## config.mk

```make
export PLATFORM = sky130hd
export DESIGN_NAME = transmit
export DESIGN_NICKNAME = d
export VERILOG_FILES = /design/src/rtl/serial_pkg.sv /design/src/rtl/transmit_fifo.sv /design/src/rtl/transmit.sv
export SDC_FILE = /design/constraint.sdc
export NUM_CORES = 1
export LEC_CHECK = 0
export ABC_CLOCK_PERIOD_IN_PS = 2050
export CAP_MARGIN = 15
export CORE_ASPECT_RATIO = 1.2
export CORE_UTILIZATION = 50
export DETAILED_ROUTE_END_ITERATION = 10
export PLACE_DENSITY = 0.81
export SETUP_SLACK_MARGIN = 0.1
export SYNTH_ARGS = -nofsm -noshare
export SYNTH_HDL_FRONTEND = slang
export SYNTH_SLANG_ARGS = --single-unit
export TNS_END_PERCENT = 1
```

## constraint.sdc

```tcl
create_clock -name clk -period 2.05 [get_ports clk]
set_input_delay 0.41 -clock clk [delete_from_list [all_inputs] [get_ports clk]]
set_output_delay 0.41 -clock clk [all_outputs]
set_load 0.05 [all_outputs]
```

## src/rtl/serial_pkg.sv

```systemverilog
// rtl/serial_pkg.sv - shared serial line constants and transmitter state encoding
package serial_pkg;

  localparam int   FRAME_DATA_BITS = 8;
  localparam logic LINE_IDLE       = 1'b1;
  localparam logic LINE_START      = 1'b0;

  typedef enum logic [1:0] {
    IDLE  = 2'd0,
    START = 2'd1,
    DATA  = 2'd2,
    STOP  = 2'd3
  } tx_state_t;

endpackage

```

## src/rtl/transmit_fifo.sv

```systemverilog
// rtl/transmit_fifo.sv - circular word buffer feeding the serializer
module transmit_fifo
  import serial_pkg::*;
#(
  parameter int DEPTH = 4
) (
  input  logic                         clk,
  input  logic                         rst,
  input  logic                         push,
  input  logic [FRAME_DATA_BITS-1:0]   wdata,
  input  logic                         pop,
  output logic [FRAME_DATA_BITS-1:0]   rdata,
  output logic                         full,
  output logic                         empty,
  output logic [$clog2(DEPTH):0]       level
);

  localparam int AW = $clog2(DEPTH);
  localparam int LW = AW + 1;

  logic [FRAME_DATA_BITS-1:0] mem [DEPTH];
  logic [AW-1:0]              wr_ptr;
  logic [AW-1:0]              rd_ptr;
  logic [LW-1:0]              count;
  logic                       do_push;
  logic                       do_pop;

  assign full    = (count == LW'(DEPTH));
  assign empty   = (count == '0);
  assign level   = count;
  assign rdata   = mem[rd_ptr];
  assign do_push = push && !full;
  assign do_pop  = pop && !empty;

  // Pointers wrap naturally because DEPTH is a power of two.
  always_ff @(posedge clk or posedge rst) begin
    if (rst) begin
      wr_ptr <= '0;
      rd_ptr <= '0;
      count  <= '0;
    end else begin
      if (do_push) wr_ptr <= wr_ptr + 1'b1;
      if (do_pop)  rd_ptr <= rd_ptr + 1'b1;
      if (do_push && !do_pop)      count <= count + 1'b1;
      else if (do_pop && !do_push) count <= count - 1'b1;
    end
  end

  always_ff @(posedge clk) begin
    if (do_push) mem[wr_ptr] <= wdata;
  end

endmodule

```

## src/rtl/transmit.sv

```systemverilog
// rtl/transmit.sv - buffered serial transmitter: start bit, 8 data bits MSB first, stop bits
module transmit
  import serial_pkg::*;
#(
  parameter int DEPTH        = 4,
  parameter int CLKS_PER_BIT = 1,
  parameter int STOP_BITS    = 1
) (
  input  logic                        clk,
  input  logic                        rst,
  input  logic [FRAME_DATA_BITS-1:0]  word,
  input  logic                        word_valid,
  output logic                        word_ready,
  output logic                        txd,
  output logic                        busy,
  output logic [$clog2(DEPTH):0]      level
);

  localparam int STOP_CLKS = STOP_BITS * CLKS_PER_BIT;
  localparam int PW        = (STOP_CLKS > 1) ? $clog2(STOP_CLKS) : 1;
  localparam int BW        = $clog2(FRAME_DATA_BITS);
  localparam logic [PW-1:0] BIT_LAST  = PW'(CLKS_PER_BIT - 1);
  localparam logic [PW-1:0] STOP_LAST = PW'(STOP_CLKS - 1);

  tx_state_t                  state, state_n;
  logic [FRAME_DATA_BITS-1:0] shreg, shreg_n;
  logic [BW-1:0]              bit_cnt, bit_n;
  logic [PW-1:0]              pre_cnt, pre_n;
  logic                       txd_n;
  logic                       pop;
  logic                       full;
  logic                       empty;
  logic [FRAME_DATA_BITS-1:0] head;

  transmit_fifo #(.DEPTH(DEPTH)) u_fifo (
    .clk   (clk),
    .rst   (rst),
    .push  (word_valid && word_ready),
    .wdata (word),
    .pop   (pop),
    .rdata (head),
    .full  (full),
    .empty (empty),
    .level (level)
  );

  assign word_ready = !full && !rst;
  assign busy       = (state != IDLE) || (level != '0);

  always_ff @(posedge clk or posedge rst) begin
    if (rst) begin
      state   <= IDLE;
      shreg   <= '0;
      bit_cnt <= '0;
      pre_cnt <= '0;
      txd     <= LINE_IDLE;
    end else begin
      state   <= state_n;
      shreg   <= shreg_n;
      bit_cnt <= bit_n;
      pre_cnt <= pre_n;
      txd     <= txd_n;
    end
  end

  always_comb begin
    state_n = state;
    shreg_n = shreg;
    bit_n   = bit_cnt;
    pre_n   = pre_cnt + 1'b1;
    pop     = 1'b0;
    txd_n   = LINE_IDLE;
    case (state)
      IDLE: begin
        pre_n = '0;
        if (!empty) begin
          pop     = 1'b1;
          shreg_n = head;
          bit_n   = '0;
          state_n = START;
        end
      end
      START: begin
        if (pre_cnt == BIT_LAST) begin
          pre_n   = '0;
          state_n = DATA;
        end
      end
      DATA: begin
        if (pre_cnt == BIT_LAST) begin
          pre_n   = '0;
          shreg_n = {shreg[FRAME_DATA_BITS-2:0], 1'b0};
          bit_n   = bit_cnt + 1'b1;
          if (bit_cnt == BW'(FRAME_DATA_BITS - 1)) state_n = STOP;
        end
      end
      STOP: begin
        // Final stop clock chains straight into the next frame when data is waiting.
        if (pre_cnt == STOP_LAST) begin
          pre_n = '0;
          if (!empty) begin
            pop     = 1'b1;
            shreg_n = head;
            bit_n   = '0;
            state_n = START;
          end else begin
            state_n = IDLE;
          end
        end
      end
      default: state_n = IDLE;
    endcase
    // Line level is registered from the upcoming state so txd is glitch-free.
    case (state_n)
      START:   txd_n = LINE_START;
      DATA:    txd_n = shreg_n[FRAME_DATA_BITS-1];
      default: txd_n = LINE_IDLE;
    endcase
  end

endmodule
```

==> run_results.csv, run 1 <==
group,metric,value,unit
timing,finalSetupTns,0,ns
timing,worst_slew_pin_slew,0.550,ns
power_and_ir_drop,total_power,0.00424,W
placement,gp_congestion,0.829,
setup_path,crit_start,"state[1]",
synth,synth_top_family_by_area,"multiplexers",
timing,setup_viol_count_final,0,
synth,synthAdderAreaFrac,0.0735,
floorplan,io_pins,17,
floorplan,num_rows,26,
synth,synth.distinct_cells,38,
placement,io_buffers,16,
synth,synth_largest_area_cell,"edfxtp_1",
drt,vias_per_cell,5.45,
finish,area_delta_synth_final,23.7,%
floorplan,die_area,4910,um^2
drt,initialDrtViolationCount,116,
synth,muxShareOfSynthArea,0.0908,
power_and_ir_drop,p_leak,1.14,nW
flow_run,maxCapViolations,0,
floorplan,core-area,4360,um^2
timing,hold_violations,0,
global_routing,gr-usage-all-layers,0.191,
global_routing,antenna_found_initial,0,
setup_path,endpoint,"u_fifo.level[1]",
cts,cts_num_sinks,53,
synth,synth_compound_area_frac,0.0794,
floorplan,die_y,76.6,um
cts,cts_tree,"done",
cts,numCtsBuffers,5,
timing,finalCritPeriodShare,0.975,
finish,layout_commonest_cell,"edfxtp_1",
cts,clk_latency,0.31,ns
timing,rsz0062_at_grt,"true",
setup_path,rr_worst_depth,8,
setup_path,worstPathRequired,2.25,ns
finish,final_cell_mix,"32 x edfxtp_1, 17 x dfrtp_1, 15 x buf_4",
synth,synthXorXnorAreaFrac,0.0227,
synth,netlist.area_leader.share,0.415,
worst_hold_path,min_path_type,"in2async",
cts,clockBufferDepth,2,
setup_path,start_kind,"register",
synth,synth-simple-area-share,0.0681,
global_routing,grt_pass1_vias,1436,
finish,multiInputGateArea,816,um^2
drt,wl,4.05,mm
synth,yosysWarnings,0,
cts,cts-root-buf,"clkbuf_8",
setup_path,critical_path_class,"reg2reg",
drt,remaining_drc_errors,0,
cts,clk_pin_slew,0.10,ns
synth,syn-instance-count,143,
timing,fin_crit,2.00,ns
outcome,status,"complete, no violations",
timing,drv_slew,0,
synth,synth.avg_cell_area,16.2,um^2
finish,drive_above_1_share,0.293,
setup_path,critPathMaxFanout,3,
synth,synth-seq-cells,53,
cts,htree_num_levels,2,
setup_path,r2r_slack,0.05,ns
timing,slew_headroom,0.632,
global_routing,grt_overflow,0,
power_and_ir_drop,ir_drop,0.000705,V
finish,post-route-util,0.657,
timing,max_freq,500,MHz
global_routing,grt_max_degree,22,
setup_path,r2r_end,"u_fifo.level[1]",
global_routing,grt_pass1_wl,7.00,mm
drt,vias,1292,
setup_path,critPathCaptureType,"register",
finish,seq_area,1490,um^2
synth,ys_seq_area_frac,0.642,
floorplan,start_util,0.531,
synth,synth_area_leaders,"edfxtp_1 41%, dfrtp_1 22%, ha_1 6.5%",
finish,nets,204,
setup_path,regToRegStartpoint,"state[1]",
power_and_ir_drop,p_per_area,1480,nW/um^2
synth,syn-num-nets,167,
drt,first_pass_iters,4,
drt,drtAntennaViolNets,0,
drt,wl_per_cell,17.1,um
floorplan,die_x,64.1,um
timing,finalClockSkew,0.00834,ns
cts,postCtsHoldBufs,0,
setup_path,cp.arrival,2.20,ns
placement,dp_hpwl,2.83,mm
finish,diodes,0,
finish,n_fill_cell,315,
synth,syn_area,2320,um^2
## power breakdown
group | total, W | internal [W] | leakage, nW | switching (W)
sequential | 0.00163 | 0.00141 | 0.547 | 0.000214
clock | 0.000613 | 0.000256 | 0.0506 | 0.000358
combinational | 0.00200 | 0.00101 | 0.543 | 0.000989
total | 0.00424 | 0.00268 | 1.14 | 0.00156
## worst min-delay path by stage
stage          startpoint                to  cells past startpoint
6_report              rst  u_fifo.rd_ptr[1]                      3
5_1_grt          shreg[0]          shreg[0]                      1
4_1_cts               rst  u_fifo.rd_ptr[1]                      3
3_5_place_dp     shreg[0]          shreg[0]                      1
3_3_place_gp     shreg[0]          shreg[0]                      1
2_1_floorplan         rst        bit_cnt[0]                      1
## area by class of cell
| type | count | share of cell area |
|---|---|---|
| clock inverter | 3 | 0.0100 |
| timing repair buffer | 34 | 0.125 |
| tap | 56 | 0.0245 |
| inverter | 8 | 0.0105 |
| sequential | 53 | 0.521 |
| multi-input combinational | 78 | 0.285 |
| clock buffer | 5 | 0.0240 |
## per-layer routing
metal / GRT usage / wire, um
met1: 0.236 / 1710
met2: 0.329 / 2130
met3: 0.0434 / 133
met4: 0.0644 / 72
met5: 0 / 0
## registers in the layout, indices dropped and copies added (netlist names)
signal and cells:
u_fifo.rd_ptr 2, u_fifo.wr_ptr 2, bit_cnt 3, txd 1, u_fifo.mem 32, state 2
shreg 8, u_fifo.level 3
## worst max-delay path: stages, from the launching register on
cell,delay [ns]
dfrtp_1,0.43
inv_2,0.12
ha_4,0.14
o32a_1,0.20
nand2b_4,0.09
ha_4,0.17
inv_2,0.05
fa_2,0.41
mux2_4,0.27
## synth_stat cells, drive strengths merged
master and n:
or3 1, mux2 2, o221a 1, o32a 1
nor2b 1, clkbuf 2, a31oi 2, o32ai 1
xnor2 4, fa 1, o21ai 5, xor2 2
a21oi 1, nor2 3, dfrtp 20, ha 12
a221o 6, and3 6, nor3 1, nand2b 2
a211oi 1, buf 2, and2 4, a22o 2
nand2 4, and4 1, inv 8, o211ai 1
mux4 8, a32o 1, nand3b 2, dfstp 1
nand3 2, edfxtp 32
## per-stage QoR
| stage | hold slack [ns] | worst slack, ns | cell area, um^2 | instances |
|---|---|---|---|---|
| after detailed placement | 0.500 | -0.234 | 2710 | 226 |
| after global placement | 0.475 | -0.122 | 2710 | 226 |
| after CTS | 0.514 | 0.0538 | 2860 | 237 |
| after floorplan | 0.386 | -0.162 | 2330 | 143 |
| after global routing | 0.530 | -0.0452 | 2860 | 237 |
| final | 0.515 | 0.0505 | 2860 | 237 |
## repair_timing
action                                 4_1_cts  5_1_grt
pin swaps                                    4        1
endpoints found under the hold margin        0        0
resized for setup                           12        0
buffers inserted                             3        0
gates cloned                                 0        0
setup endpoints to repair                    5        3
## logic make-up (layout without fill, tap and decap cells)
kind of cell,Yosys count,count (layout)
compound gates,22,22
xor+xnor,6,6
fa+ha+maj,13,13
buf+inv,12,50
flops,53,53
mux,10,10
simple gates,27,27
Power figures use the tool's default switching activity.
==> run 2, diff against run 1 <==
--- a/config.mk
+++ b/config.mk
@@ -10,6 +10,7 @@
 export CORE_ASPECT_RATIO = 1.2
 export CORE_UTILIZATION = 50
 export DETAILED_ROUTE_END_ITERATION = 10
+export HOLD_SLACK_MARGIN = 0.05
 export PLACE_DENSITY = 0.81
 export SETUP_SLACK_MARGIN = 0.1
 export SYNTH_ARGS = -nofsm -noshare
==> results of run 2 <==
The final DEF is identical to that of run 1; final timing and power are the same.
